`src/rtl/hps_spi_pkg.sv`:
```
// Shared types and sizing helpers for the HPS-side SPI master.
package hps_spi_pkg;

  typedef enum logic [1:0] {IDLE, SETUP, SHIFT, GAP} state_e;

  localparam int WORD_BITS_DEFAULT = 16;
  localparam int BIT_CNT_W         = $clog2(WORD_BITS_DEFAULT + 1);

  function automatic int bit_cnt_width(input int word_bits);
    return $clog2(word_bits + 1);
  endfunction

endpackage

```
`src/rtl/hps_spi_tick.sv`:
```
// Free-running half-period counter: tick is high in the last cycle of every
// CLK_DIV-cycle window; clear restarts the window so the next cycle is count 0.
module hps_spi_tick #(
  parameter int CLK_DIV = 4
) (
  input  logic clk_sys,
  input  logic reset,
  input  logic clear,
  output logic tick
);

  localparam int CW = (CLK_DIV > 1) ? $clog2(CLK_DIV) : 1;
  localparam logic [CW-1:0] LAST = CW'(CLK_DIV - 1);

  logic [CW-1:0] cnt_q;
  logic [CW-1:0] cnt_d;

  always_comb begin
    cnt_d = cnt_q + CW'(1);
    if (clear || (cnt_q == LAST)) begin
      cnt_d = '0;
    end
  end

  always_ff @(posedge clk_sys) begin
    if (reset) begin
      cnt_q <= '0;
    end else begin
      cnt_q <= cnt_d;
    end
  end

  assign tick = (cnt_q == LAST);

endmodule

```
`src/rtl/hps_spi_master.sv`:
```
// SPI mode-0 master, MSB first, one full-duplex WORD_BITS transfer per accepted start.
// Define HPS_SPI_BURST_EN to add the burst input that keeps cs low across back-to-back words.
module hps_spi_master
  import hps_spi_pkg::*;
#(
  parameter int CLK_DIV   = 4,
  parameter int WORD_BITS = 16,
  parameter int CS_GAP    = 2
) (
  input  logic                 clk_sys,
  input  logic                 reset,
  input  logic [WORD_BITS-1:0] tx_word,
  input  logic                 start,
`ifdef HPS_SPI_BURST_EN
  input  logic                 burst,
`endif
  output logic                 ready,
  output logic [WORD_BITS-1:0] rx_word,
  output logic                 rx_done,
  output logic                 spi_clk,
  output logic                 spi_mosi,
  input  logic                 spi_miso,
  output logic                 spi_cs
);

  localparam int BCW = bit_cnt_width(WORD_BITS);
  localparam int GW  = $clog2(CS_GAP + 1);

  state_e               state_q, state_d;
  logic [WORD_BITS-1:0] tx_sr_q, tx_sr_d;
  logic [WORD_BITS-2:0] rx_sr_q, rx_sr_d;
  logic [BCW-1:0]       bit_cnt_q, bit_cnt_d;
  logic [GW-1:0]        gap_cnt_q, gap_cnt_d;
  logic                 sck_q, sck_d;
  logic                 cs_q, cs_d;
  logic                 ready_q, ready_d;
  logic                 rx_done_q, rx_done_d;
  logic [WORD_BITS-1:0] rx_word_q, rx_word_d;
  logic                 burst_q, burst_d;
  logic                 burst_in;
  logic                 accept;
  logic                 tick;

`ifdef HPS_SPI_BURST_EN
  assign burst_in = burst;
`else
  assign burst_in = 1'b0;
`endif

  assign accept = start && ready_q;

  hps_spi_tick #(.CLK_DIV(CLK_DIV)) u_tick (
    .clk_sys (clk_sys),
    .reset   (reset),
    .clear   (accept),
    .tick    (tick)
  );

  always_comb begin
    state_d   = state_q;
    tx_sr_d   = tx_sr_q;
    rx_sr_d   = rx_sr_q;
    bit_cnt_d = bit_cnt_q;
    gap_cnt_d = gap_cnt_q;
    sck_d     = sck_q;
    cs_d      = cs_q;
    ready_d   = ready_q;
    rx_done_d = 1'b0;
    rx_word_d = rx_word_q;
    burst_d   = burst_q;
    unique case (state_q)
      IDLE: begin
        if (accept) begin
          state_d   = SETUP;
          tx_sr_d   = tx_word;
          cs_d      = 1'b0;
          sck_d     = 1'b0;
          ready_d   = 1'b0;
          bit_cnt_d = '0;
          burst_d   = burst_in;
        end else if (!cs_q) begin
          // Burst ended without a follow-on word: the cs rise cycle is the first gap cycle.
          state_d   = GAP;
          cs_d      = 1'b1;
          ready_d   = 1'b0;
          gap_cnt_d = GW'(1);
        end
      end
      SETUP: begin
        if (tick) begin
          sck_d   = 1'b1;
          state_d = SHIFT;
        end
      end
      SHIFT: begin
        if (tick) begin
          if (!sck_q) begin
            sck_d = 1'b1;
          end else begin
            sck_d     = 1'b0;
            tx_sr_d   = {tx_sr_q[WORD_BITS-2:0], 1'b0};
            rx_sr_d   = {rx_sr_q[WORD_BITS-3:0], spi_miso};
            bit_cnt_d = bit_cnt_q + BCW'(1);
            if (bit_cnt_q == BCW'(WORD_BITS - 1)) begin
              rx_word_d = {rx_sr_q, spi_miso};
              rx_done_d = 1'b1;
              if (burst_q) begin
                state_d = IDLE;
                ready_d = 1'b1;
              end else begin
                state_d   = GAP;
                cs_d      = 1'b1;
                gap_cnt_d = '0;
              end
            end
          end
        end
      end
      GAP: begin
        if (gap_cnt_q == GW'(CS_GAP)) begin
          state_d = IDLE;
          ready_d = 1'b1;
        end else begin
          gap_cnt_d = gap_cnt_q + GW'(1);
        end
      end
      default: state_d = IDLE;
    endcase
  end

  always_ff @(posedge clk_sys) begin
    if (reset) begin
      state_q   <= IDLE;
      tx_sr_q   <= '0;
      rx_sr_q   <= '0;
      bit_cnt_q <= '0;
      gap_cnt_q <= '0;
      sck_q     <= 1'b0;
      cs_q      <= 1'b1;
      ready_q   <= 1'b1;
      rx_done_q <= 1'b0;
      rx_word_q <= '0;
      burst_q   <= 1'b0;
    end else begin
      state_q   <= state_d;
      tx_sr_q   <= tx_sr_d;
      rx_sr_q   <= rx_sr_d;
      bit_cnt_q <= bit_cnt_d;
      gap_cnt_q <= gap_cnt_d;
      sck_q     <= sck_d;
      cs_q      <= cs_d;
      ready_q   <= ready_d;
      rx_done_q <= rx_done_d;
      rx_word_q <= rx_word_d;
      burst_q   <= burst_d;
    end
  end

  // mosi is the shift-register MSB, so it reads 0 once all bits have gone out.
  assign spi_mosi = tx_sr_q[WORD_BITS-1];
  assign spi_clk  = sck_q;
  assign spi_cs   = cs_q;
  assign ready    = ready_q;
  assign rx_done  = rx_done_q;
  assign rx_word  = rx_word_q;

endmodule

```
`config.mk`:
```
export PLATFORM = sky130hd
export DESIGN_NAME = hps_spi_master
export DESIGN_NICKNAME = d
export VERILOG_FILES = /design/src/rtl/hps_spi_pkg.sv /design/src/rtl/hps_spi_tick.sv /design/src/rtl/hps_spi_master.sv
export SDC_FILE = /design/constraint.sdc
export NUM_CORES = 1
export LEC_CHECK = 0
export ABC_AREA = 1
export BUFFER_PORTS_ARGS = -buffer_cell sky130_fd_sc_hd__buf_2
export CORE_ASPECT_RATIO = 0.5
export CORE_MARGIN = 2
export CORE_UTILIZATION = 51
export DETAILED_ROUTE_END_ITERATION = 10
export HOLD_SLACK_MARGIN = 0.06
export PLACE_DENSITY = 0.81
export SETUP_SLACK_MARGIN = 0.3
export SKIP_CTS_REPAIR_TIMING = 1
export SLEW_MARGIN = 20
export SYNTH_ARGS = -nofsm -noshare
export SYNTH_HDL_FRONTEND = slang
export SYNTH_SLANG_ARGS = --single-unit
```
`constraint.sdc`:
```
create_clock -name clk_sys -period 1.6 [get_ports clk_sys]
set_input_delay 0.24 -clock clk_sys [delete_from_list [all_inputs] [get_ports clk_sys]]
set_output_delay 0.24 -clock clk_sys [all_outputs]
set_load 0.02 [all_outputs]
```
# After elaboration in Yosys (flattened, before gate mapping)
# Index checks and enable logic that the tools add are counted.
# word_totals
output_inout_bits	21
word_cells	87
inputBits	20
register_bits	62
# classes
eq_ne	16
n_addsub	3
reduce_logical	16
mux	38
bitwise_logic	3
# ops
op	count
$mux W16	3
$pmux W16 S2	1
$mux W2	13
$ne A2 B2 Y1 const B	8
$reduce_and A4 Y1	4
$mux W5	3
$reduce_and A7 Y1	2
$mux W1	12
$pmux W5 S2	1
$eq A2 B2 Y1 const B	4
$pmux W2 S4	1
$pmux W2 S3	1
$reduce_and A6 Y1	1
$reduce_bool A3 Y1	2
$add A5 B1 Y5 const B	1
$eq A5 B4 Y1 const B	1
$add A2 B1 Y2 const B	2
$pmux W1 S2	2
$reduce_or A4 Y1	1
$ne A3 B2 Y1 const B	1
$not A1 Y1	3
$pmux W1 S3	1
$reduce_and A3 Y1	1
$eq A2 B1 Y1 const B	1
other kinds (6)	6

# Logic depth before layout (Yosys ltp)
# Gate-level depths: netlist of run 1.
# depth
ltp_word	5
ltp_mapped	11
depth_no_buf	11

# Hierarchy
# A second synthesis of run 1 with hierarchy kept.
# unflattened
hier_cells	397
area_unflattened_um2	2738.9
# modules_own_cells
module	area_each_um2	n_inst	cells_each	seq_area_each_um2
hps_spi_master	2663.8	1	388	1201.2
hps_spi_tick	75.1	1	9	40.0

# Worst setup path after synthesis of run 1
# Ideal clock, no wire load.
# synth_timing
kind	register to register
from	reg state_q[0]
to	reg cs_q, in the netlist spi_cs
setup_slack_ns	0.034
t_required_ns	1.466
path_stages_with_launch	11
path_buffers	2
synth_period_minus_slack_ns	1.566
arrival_ns	1.432
setup_time_ns	0.134
path_cell_list	dfxtp_1 > inv_1 > ha_1 > buf_4 > inv_4 > nor2_8 > inv_4 > nor2_4 > buf_6 > nor2_4 > o211ai_1
# synth_via
elab_chain_len	3
elab_cells_between_ends	8
cone_classes	eq/ne: 4; mux: 1; reduce/logical: 3
# synth_lines
item	line_no	source
from (decl)	hps_spi_master.sv:29	state_e state_q, state_d;
from (signal assigned)	hps_spi_master.sv:145	state_q <= state_d;
$eq A2 B2 Y1 / $logic_not A2 Y1 (equally long branches)	hps_spi_master.sv:71	unique case (state_q)
$ne A2 B2 Y1 (no source line) / $reduce_bool A2 Y1 (equally long branches)	--	
$reduce_and A4 Y1 (no source line)	--	
to (signal assigned)	hps_spi_master.sv:151	cs_q <= cs_d;
to (decl)	hps_spi_master.sv:35	logic cs_q, cs_d;
# Parallel ways exist; a longest one is shown, timed or not.
# A chain may end at the register's enable or synchronous reset.

# Worst setup path in the final report of run 1
# layout_timing
from	reg bit_cnt_q[1]
to	reg state_q[1]
# layout_via
elab_chain_len	3
# layout_lines
item	line_no	source
from (decl)	hps_spi_master.sv:32	logic [BCW-1:0] bit_cnt_q, bit_cnt_d;
from (signal assigned)	hps_spi_master.sv:148	bit_cnt_q <= bit_cnt_d;
$eq A5 B4 Y1	hps_spi_master.sv:104	if (bit_cnt_q == BCW'(WORD_BITS - 1)) begin
$ne A2 B2 Y1 (no source line)	--	
$reduce_and A6 Y1 (no source line)	--	
# Every way passes these cells.

==> results of run 1 <==
worst paths after layout:
kind                                 startpoint               to  slack, ns  depth (start not counted)
worst max-delay path               bit_cnt_q[1]       state_q[1]       0.06                         11
worst min-delay path                   spi_miso       rx_word[0]       0.14                          3
worst max register to register     bit_cnt_q[1]       state_q[1]       0.06                         11
worst min register to register  u_tick.cnt_q[0]  u_tick.cnt_q[0]       0.43                          1
metrics by stage:
| stage | power, mW | setup TNS (ns) | worst slack, ns | std cells | hold WS [ns] |
|---|---|---|---|---|---|
| after floorplan | 3.28 | 0 | 0.174 | 387 | 0.375 |
| after global placement | 3.60 | 0 | 0.110 | 492 | 0.414 |
| final | 5.82 | 0 | 0.0604 | 525 | 0.136 |
| after CTS | 5.03 | 0 | 0.0528 | 508 | 0.143 |
| after detailed placement | 3.62 | 0 | 0.0734 | 492 | 0.414 |
| after global routing | 6.15 | -0.0964 | -0.0345 | 525 | 0.164 |
placed cells by master, fill, tap and decap left out, types with 3 or more instances in the layout:
cell type,synthesis,final
o21ai_2,0,7
dfxtp_4,0,4
buf_2,6,40
o21ai_1,0,11
ha_4,0,4
dfxtp_1,62,57
o21ai_0,30,12
nand2_2,2,7
buf_12,0,3
buf_6,2,5
clkbuf_8,0,10
nor2_4,2,6
nand3_1,9,9
nor2_1,50,39
buf_4,3,14
ha_1,10,3
inv_1,30,25
nand2_4,0,4
a21oi_1,38,30
a21oi_2,0,8
inv_4,2,4
clkbuf_16,0,3
nand2_1,127,118
ha_2,0,3
nor2_2,0,8
flip-flops by register name, indices dropped and copies added (netlist names):
register and cells:
rx_word 16, state_q 2, spi_cs 1, u_tick.cnt_q 2, gap_cnt_q 2, bit_cnt_q 5
tx_sr_q 16, ready 1, rx_done 1, rx_sr_q 15, spi_clk 1
kinds of logic after synthesis:
family	Yosys count	share of synthesized area (%)
adder cells (fa/ha/maj)	10	4.56
AO/OA/AOI/OAI	69	12.7
buffers and inverters	49	8.11
flip-flops	62	45.2
AND/OR/NAND/NOR	197	29.4
critical path, delay by kind of cell, from the launching register on:
| family | cells | cell delay, ns |
|---|---|---|
| flip-flops | 1 | 0.37 |
| AND/OR/NAND/NOR | 8 | 0.68 |
| adder cells (fa/ha/maj) | 2 | 0.33 |
| buffers and inverters | 1 | 0.05 |
where the power goes:
group | internal, mW | switching [mW] | total (mW)
registers | 1.77 | 0.175 | 1.95
logic | 1.03 | 1.41 | 2.44
clock network | 0.769 | 0.660 | 1.43
total | 3.57 | 2.25 | 5.82
layout make-up:
cell class / count / share of cell area [%]
clock inverter: 6 / 1.85
tap: 70 / 2.35
multi-input combinational: 277 / 40.3
sequential: 62 / 33.8
timing repair buffer: 66 / 13.7
inverter: 34 / 4.37
clock buffer: 10 / 3.70
metal layers:
metal	part of all wire (%)	routed length (microns)	global-route usage, %
met3	7.0	504	6.91
met2	46	3300	29.4
met5	0	0	0
met4	1.5	108	6.78
met1	46	3330	28.2
==> PnR_summary.wiki, run 1 <==
{| class="wikitable"
! Metric !! Value
|-
| Run status || finished clean
|-
| Share of Yosys cell area claimed by the top area cell type || 45.2%
|-
| Mapped Nets || 417
|-
| Share of the core filled with cells in the final layout || 73.8%
|-
| Portion of the post-synthesis area used by sequential elements || 45.2%
|-
| Fraction of registers with async set or reset after synthesis || 0%
|-
| Most used standard cell by instance count after synthesis || nand2_1
|-
| Fmax || 650 MHz
|-
| Nets || 480
|-
| CP peak stage delay || 0.37 ns
|-
| DRC violation total after the first TritonRoute iteration || 138
|-
| CTS tree || built
|-
| Critical-path top delay cell || dfxtp_4
|-
| Maximum ir drop on the vdd rail || 0.000757 V
|-
| Ys flop type || dfxtp_1
|-
| Cell type with the largest total area after synthesis || dfxtp_1
|-
| Data arrival, critical path || 1.77 ns
|-
| Cells traversed along the worst timing path || ha_4 > nand2_2 > nor2_2 > ha_2 > inv_4 > nand2_2 > nand2_2 > nor2_4 > nand3_1 > nand2_1 > nor2_1
|-
| YS warnings || 0
|-
| Clock slew seen by the registers of the worst setup and hold paths || 0.07 ns
|-
| Overall die area || 6020 sq um
|-
| Layout Cell Area excl Fill || 3720 sq um
|-
| Number of input and output port buffers inserted || 40
|-
| Standard-cell rows || 18
|-
| Commonest cells in the synthesized netlist || 127 x nand2_1, 62 x dfxtp_1, 50 x nor2_1
|-
| Drt first pass iters || 5
|-
| CTS root buffer || clkbuf_8
|-
| Number of top-level pins || 41
|-
| Number of max-capacitance violations reported || 0
|-
| Multi-input gate area || 1500 sq um
|-
| Number of buffers added by the clock tree synthesis step || 9
|-
| Flops & latches, synth || 62
|-
| Number of antenna violations at the first check in global routing || 0
|-
| Final setup skew || 0.00974 ns
|-
| Final Cycle Share || 96.2%
|-
| Kind of start point of the critical path || register
|-
| Minimum period implied by the final worst setup slack || 1.54 ns
|-
| Type of the setup path with the least slack || register to register
|-
| Count of endpoints failing setup in the final report || 0
|-
| CTS Sinks || 62
|-
| Power density over the cells || 1560 nW/um^2
|-
| Leakage power || 1.73 nW
|-
| Area of all sequential standard cells || 1260 sq um
|-
| Detailed-route via count || 2,713
|-
| Cell mode on critical path || nand2_2
|-
| Hpwl dp || 4020 microns
|-
| Final Routed Wirelength || 7250 microns
|-
| Slew at the pin with the worst max-slew slack || 0.331 ns
|-
| Final antenna-violating net count || 0
|-
| Via count of the first global-routing pass || 2,124
|-
| Average vias per placed instance || 5.17
|-
| Longest Clk Path Bufs || 2
|-
| Top post-synthesis cells by area || dfxtp_1 45%, nand2_1 17%, a21oi_1 6.9%
|-
| Distinct cell type count of the synthesized netlist || 23
|-
| Starting utilization of the core area || 54.4%
|-
| Final weighted congestion of routability-driven global placement || 0.893
|-
| First-pass GRT wire length || 9660 microns
|-
| Maximum number of pins on one net before global-route repair || 22
|-
| Maximum fanout along the worst path || 3
|-
| Type of the tightest min-delay check || input pin to register
|-
| Number of cells produced by synthesis || 387
|-
| Antenna diode count || 0
|-
| Placeable core region || 5040 sq um
|-
| Max-slew violation total from the final report || 0
|-
| Gr usage total || 20.3%
|-
| Mapped Area || 2750 sq um
|-
| Height of the chip || 55.9 microns
|-
| Width of the die || 108 microns
|-
| Clock latency on the worst-skew pair || 0.34 ns
|-
| Max-Slew Margin vs Limit || 77.9%
|-
| Post-Place Cell Area || 3060 sq um
|-
| Area Overhead vs Synth || 35.6%
|-
| Remaining routing DRC violations || 0
|-
| Average cell area after synthesis || 7.09 sq um
|-
| Layout cells sized above 1 || 31.9%
|-
| Filler instances || 386
|-
| H-tree depth || 3
|-
| Count of flip-flops with a built-in enable after synthesis || 0
|-
| Crit end category || register
|-
| Final Hold Fails || 0
|-
| WL/cell || 13.8 microns
|-
| Critical path required time || 1.83 ns
|-
| Unrepaired setup endpoints after global routing || true
|-
| GR Overflow Total || 0
|}
No activity file was read; power rests on OpenSTA's default activity.
==> run 2: changes to the inputs <==
- CORE_UTILIZATION: 51 -> 53
- CTS_BUF_LIST: default -> sky130_fd_sc_hd__clkbuf_8
- PLACE_DENSITY: 0.81 -> 0.84
==> run 2 against run 1 <==
Effect of this change: the flow now finishes with violations (setup timing); critical path depth fell by 2; clock power rose by 8%; final cell count rose by 1.9%; setup slack got worse by 0.12 ns; wire length rose by 22%; clock-buffer cell count did not move; non-clock buffer count rose by 10; global-route usage rose by 0.94 points; hold slack improved by 0.029 ns; sequential power barely moved; largest cell class unchanged.
==> PnR_summary.wiki, run 2 (synthesized netlist as in run 1, its figures left out) <==
{| class="wikitable"
! Metric !! Value
|-
| Run status || complete, but fails checks
|-
| Violated checks || setup timing
|-
| Hold WS || 0.165 ns
|-
| GR Overflow Total || 0
|-
| Standard-cell rows || 18
|-
| Gr usage total || 21.2%
|-
| CP peak stage delay || 0.38 ns
|-
| Average vias per placed instance || 5.40
|-
| Minimum period implied by the final worst setup slack || 1.66 ns
|-
| Drt first pass iters || 5
|-
| Longest Clk Path Bufs || 2
|-
| Cell mode on critical path || nor2_4
|-
| Power density over the cells || 1640 nW/um^2
|-
| Starting utilization of the core area || 55.4%
|-
| Number of top-level pins || 41
|-
| CTS root buffer || clkbuf_8
|-
| WL/cell || 16.5 microns
|-
| Count of endpoints failing setup in the final report || 4
|-
| Critical path required time || 1.82 ns
|-
| Data arrival, critical path || 1.88 ns
|-
| First-pass GRT wire length || 9490 microns
|-
| Leading cell type in the layout, fill and taps excluded || nand2_1
|-
| Width of the die || 106 microns
|-
| Leakage power || 1.86 nW
|-
| Max-Slew Margin vs Limit || 67.3%
|-
| Clock slew seen by the registers of the worst setup and hold paths || 0.07 ns
|-
| Maximum number of pins on one net before global-route repair || 28
|-
| Nets || 490
|-
| Cells traversed along the worst timing path || ha_4 > nand2_2 > nor2_2 > ha_2 > inv_4 > nor2_4 > nor2_4 > nand2_1 > o21ai_1
|-
| CTS Sinks || 62
|-
| Number of buffers added by the clock tree synthesis step || 9
|-
| Placeable core region || 4950 sq um
|-
| Overall die area || 5810 sq um
|-
| Final setup skew || 0.0116 ns
|-
| Top library cells by usage in the layout, fill and taps aside || 96 x nand2_1, 57 x dfxtp_1, 40 x buf_2, 34 x nor2_1, 25 x inv_1
|-
| Reg2reg setup slack || -0.06 ns
|-
| Via count of the first global-routing pass || 2,169
|-
| Setup ws final || -0.0570 ns
|-
| Maximum fanout along the worst path || 9
|-
| Number of max-capacitance violations reported || 0
|-
| Type of the setup path with the least slack || register to register
|-
| Share of the core filled with cells in the final layout || 81.2%
|-
| Kind of start point of the critical path || register
|-
| Remaining routing DRC violations || 0
|-
| Height of the chip || 54.9 microns
|-
| Final Hold Fails || 0
|-
| Number of input and output port buffers inserted || 40
|-
| Detailed-route via count || 2,887
|-
| Crit end category || register
|-
| CTS tree || built
|-
| Final antenna-violating net count || 0
|-
| Final Routed Wirelength || 8840 microns
|-
| DRC violation total after the first TritonRoute iteration || 176
|-
| Maximum ir drop on the vdd rail || 0.000950 V
|-
| Max-slew violation total from the final report || 0
|-
| Antenna diode count || 0
|-
| Unrepaired setup endpoints after global routing || true
|-
| Critical-path top delay cell || dfxtp_4
|-
| Layout cells sized above 1 || 41.3%
|-
| Final Cycle Share || 104%
|-
| Final weighted congestion of routability-driven global placement || 0.908
|-
| Type of the tightest min-delay check || input pin to register
|-
| Number of antenna violations at the first check in global routing || 0
|-
| Area Overhead vs Synth || 46.6%
|-
| H-tree depth || 3
|-
| Hpwl dp || 4020 microns
|-
| Clock latency on the worst-skew pair || 0.35 ns
|-
| Slew at the pin with the worst max-slew slack || 0.490 ns
|-
| Fmax || 603 MHz
|}
[run 2: path summary, 6_finish.rpt]
| check | start | to | cells after the start |
|---|---|---|---|
| max reg2reg | bit_cnt_q[1] | rx_word[9] | 9 |
| max | bit_cnt_q[1] | rx_word[9] | 9 |
| min reg2reg | u_tick.cnt_q[0] | u_tick.cnt_q[0] | 1 |
| min | spi_miso | rx_word[0] | 3 |
[run 2: cell type report]
cell class / count / area, sq um
clock inverter: 6 / 85.1
fill: 276 / 930
multi-input combinational: 276 / 1700
timing repair inverter: 1 / 16.3
timing repair buffer: 76 / 574
tap: 70 / 87.6
inverter: 34 / 170
clock buffer: 10 / 138
sequential: 62 / 1250
[run 2: power by group]
group          internal, mW  switching (mW)
clock network         0.913           0.633
logic                  1.27            1.84
registers              1.78           0.183
[run 2: critical path: cells and delay by family, from the launching register on]
family / cells / cell delay (ns)
flip-flops: 1 / 0.38
buffers and inverters: 1 / 0.05
AND/OR/NAND/NOR: 5 / 0.66
adder cells (fa/ha/maj): 2 / 0.34
AO/OA/AOI/OAI: 1 / 0.10
[run 2: stage by stage]
stage          worst slack (ns)  area [sq um]  cells  power, mW  TNS (ns)
3_3_place_gp             0.0933          3080    495       3.67         0
5_1_grt                  -0.119          4030    535       6.89     -1.40
3_5_place_dp             0.0395          3080    495       3.71         0
4_1_cts                  0.0236          3300    511       5.24         0
6_report                -0.0570          4030    535       6.61    -0.115
2_1_floorplan             0.174          2790    387       3.28         0
[run 2: routing by layer]
metal	global-route usage, %	wire, microns
met2	36.3	4390
met3	6.67	608
met4	6.14	329
met5	0	0
met1	26.7	3510
==> run 3: changes to the inputs <==
- CORE_MARGIN: 2 -> 4
- CORE_UTILIZATION: 53 -> 50
- PLACE_DENSITY: 0.84 -> 0.8
==> run 3 against run 2 <==
Effect of this change: the flow now finishes without violations; hold slack got worse by 0.0088 ns; die area rose by 17%; global-route usage is 2.5 points lower; critical path depth rose by 1; sequential power hardly changed; final cell count fell by 1.7%; wire length decreased by 14%; register-to-register slack improved by 0.11 ns; sequential share of layout area up 2.0 points; via count down 5.8%; power is 12% lower; setup slack better by 0.11 ns; critical endpoint is now rx_word[11]; largest cell class unchanged; largest power group unchanged.
==> PnR_summary.wiki, run 3 (synthesized netlist as in run 1, its figures left out) <==
{| class="wikitable"
! Metric !! Value
|-
| Starting utilization of the core area || 53.7%
|-
| Clock slew seen by the registers of the worst setup and hold paths || 0.07 ns
|-
| WL/cell || 14.4 microns
|-
| GR Overflow Total || 0
|-
| WP buf/inv || 3
|-
| Post-route total power || 5.81 mW
|-
| Run status || finished clean
|-
| Layout Cell Area excl Fill || 3780 sq um
|-
| Hpwl dp || 4010 microns
|-
| Sw power || 2.34 mW
|-
| Crit end category || register
|-
| Number of input and output port buffers inserted || 40
|-
| Number of top-level pins || 41
|-
| Number of antenna violations at the first check in global routing || 0
|-
| Final Routed Wirelength || 7590 microns
|-
| Setup TNS after final layout || 0 ns
|-
| CTS root buffer || clkbuf_8
|-
| Height of the chip || 60.4 microns
|-
| Fmax || 644 MHz
|-
| Overall die area || 6810 sq um
|-
| Layout cells sized above 1 || 32.9%
|-
| Remaining routing DRC violations || 0
|-
| Final Hold Fails || 0
|-
| Critical-path top delay cell || dfxtp_4
|-
| DRC violation total after the first TritonRoute iteration || 137
|-
| Gr usage total || 18.7%
|-
| Average vias per placed instance || 5.17
|-
| Slew at the pin with the worst max-slew slack || 0.409 ns
|-
| Clock latency on the worst-skew pair || 0.36 ns
|-
| Antenna diode count || 0
|-
| Count of endpoints failing setup in the final report || 0
|-
| CTS Sinks || 62
|-
| Clock share of power || 24.7%
|-
| Number of stages on the worst hold path || 3
|-
| Via count of the first global-routing pass || 2,299
|-
| Drt first pass iters || 4
|-
| Number of instances in the placed design || 491
|-
| Final antenna-violating net count || 0
|-
| Number of max-capacitance violations reported || 0
|-
| Post-Place Cell Area || 3040 sq um
|-
| Cells traversed along the worst timing path || ha_4 > nand2_4 > nor2_4 > ha_4 > inv_4 > nor2_4 > buf_12 > buf_6 > o21ai_1 > nor2_1
|-
| Type of the setup path with the least slack || register to register
|-
| Width of the die || 113 microns
|-
| Final Cycle Share || 97.0%
|-
| Longest Clk Path Bufs || 2
|-
| Nets || 481
|-
| Family with the most delay on the worst path || simple AND/OR/NAND/NOR gates
|-
| Standard-cell rows || 18
|-
| Reg2reg setup slack || 0.05 ns
|-
| Area Overhead vs Synth || 37.7%
|-
| Placeable core region || 5110 sq um
|-
| Setup ws final || 0.0482 ns
|-
| Final weighted congestion of routability-driven global placement || 0.865
|-
| Count of non-filler cells in the finished layout || 526
|-
| Maximum fanout along the worst path || 8
|-
| Max-Slew Margin vs Limit || 72.7%
|-
| Kind of start point of the critical path || register
|-
| Leading cell type in the layout, fill and taps excluded || nand2_1
|-
| Maximum ir drop on the vdd rail || 0.000769 V
|-
| Critical path required time || 1.89 ns
|-
| Max-slew violation total from the final report || 0
|-
| Dpl ws || 0.0831 ns
|-
| Maximum number of pins on one net before global-route repair || 28
|-
| First-pass GRT wire length || 10,100 microns
|-
| Hold WS || 0.156 ns
|-
| Final setup skew || 0.00976 ns
|-
| H-tree depth || 3
|-
| Number of buffers added by the clock tree synthesis step || 9
|-
| Detailed-route via count || 2,719
|-
| Worst Reg-to-Reg Cells || 10
|-
| Leakage power || 1.73 nW
|-
| CP peak stage delay || 0.38 ns
|-
| Power share of the sequential group || 33.4%
|-
| Filler instances || 362
|-
| Minimum period implied by the final worst setup slack || 1.55 ns
|-
| Combinational fraction of design power || 41.9%
|-
| Internal || 3.48 mW
|-
| CTS tree || built
|-
| Share of the core filled with cells in the final layout || 74.0%
|-
| Fraction of power spent switching nets || 40.2%
|-
| Unrepaired setup endpoints after global routing || true
|-
| Power density over the cells || 1540 nW/um^2
|-
| Top library cells by usage in the layout, fill and taps aside || 114 x nand2_1, 57 x dfxtp_1, 40 x nor2_1, 40 x buf_2, 30 x a21oi_1
|-
| Type of the tightest min-delay check || input pin to register
|-
| Data arrival, critical path || 1.84 ns
|-
| Levels on crit path || 10
|}
-- run 3: cell types whose count changed in the layout (fill, tap and decap cells not counted), moves of 4 or more --
cell,previous run,this run
nor2_2,9,3
buf_4,20,13
buf_6,11,7
nor2_1,34,40
nand2_1,96,114
inv_6,0,5
a21oi_2,18,8
a21oi_1,20,30
nand2_4,22,6
-- run 3: worst reg2reg max path, delay by kind of cell, from the launching register on --
family	cells	cell delay, ns
and+or+nand+nor	4	0.40
AOI/OAI and AO/OA	1	0.06
DFF	1	0.38
adders and majority gates	2	0.31
buffers and inverters	3	0.34
-- run 3: routing by layer --
layer / vias to the layer above / GRT usage [%] / part of all wire (%)
met3: 24 / 7.87 / 8.5
met2: 110 / 31.1 / 47
met4: 0 / 4.28 / 2.6
met5: - / 0 / 0
li1: 1355 / - / -
met1: 1230 / 23.3 / 41
-- run 3: power groups by stage --
stage / clock network [mW] / logic, mW / registers (mW)
2_1_floorplan: 0 / 1.30 / 1.97
3_3_place_gp: 0 / 1.62 / 1.94
3_5_place_dp: 0 / 1.64 / 1.95
4_1_cts: 1.44 / 1.65 / 1.91
5_1_grt: 1.52 / 2.68 / 1.96
6_report: 1.44 / 2.44 / 1.94
-- run 3: worst paths after layout --
path,startpoint,to
max,bit_cnt_q[0],rx_word[11]
min,tx_word[0],tx_sr_q[0]
max reg2reg,bit_cnt_q[0],rx_word[11]
min reg2reg,u_tick.cnt_q[0],u_tick.cnt_q[0]
-- run 3: final cells by class --
cell class / instances / area (sq um) / share of cell area, %
timing repair buffer: 66 / 502 / 13.3
timing repair inverter: 1 / 8.76 / 0.232
clock buffer: 9 / 124 / 3.28
inverter: 34 / 160 / 4.24
multi-input combinational: 277 / 1560 / 41.4
sequential: 62 / 1250 / 33.2
tap: 70 / 87.6 / 2.32
clock inverter: 7 / 80.1 / 2.12
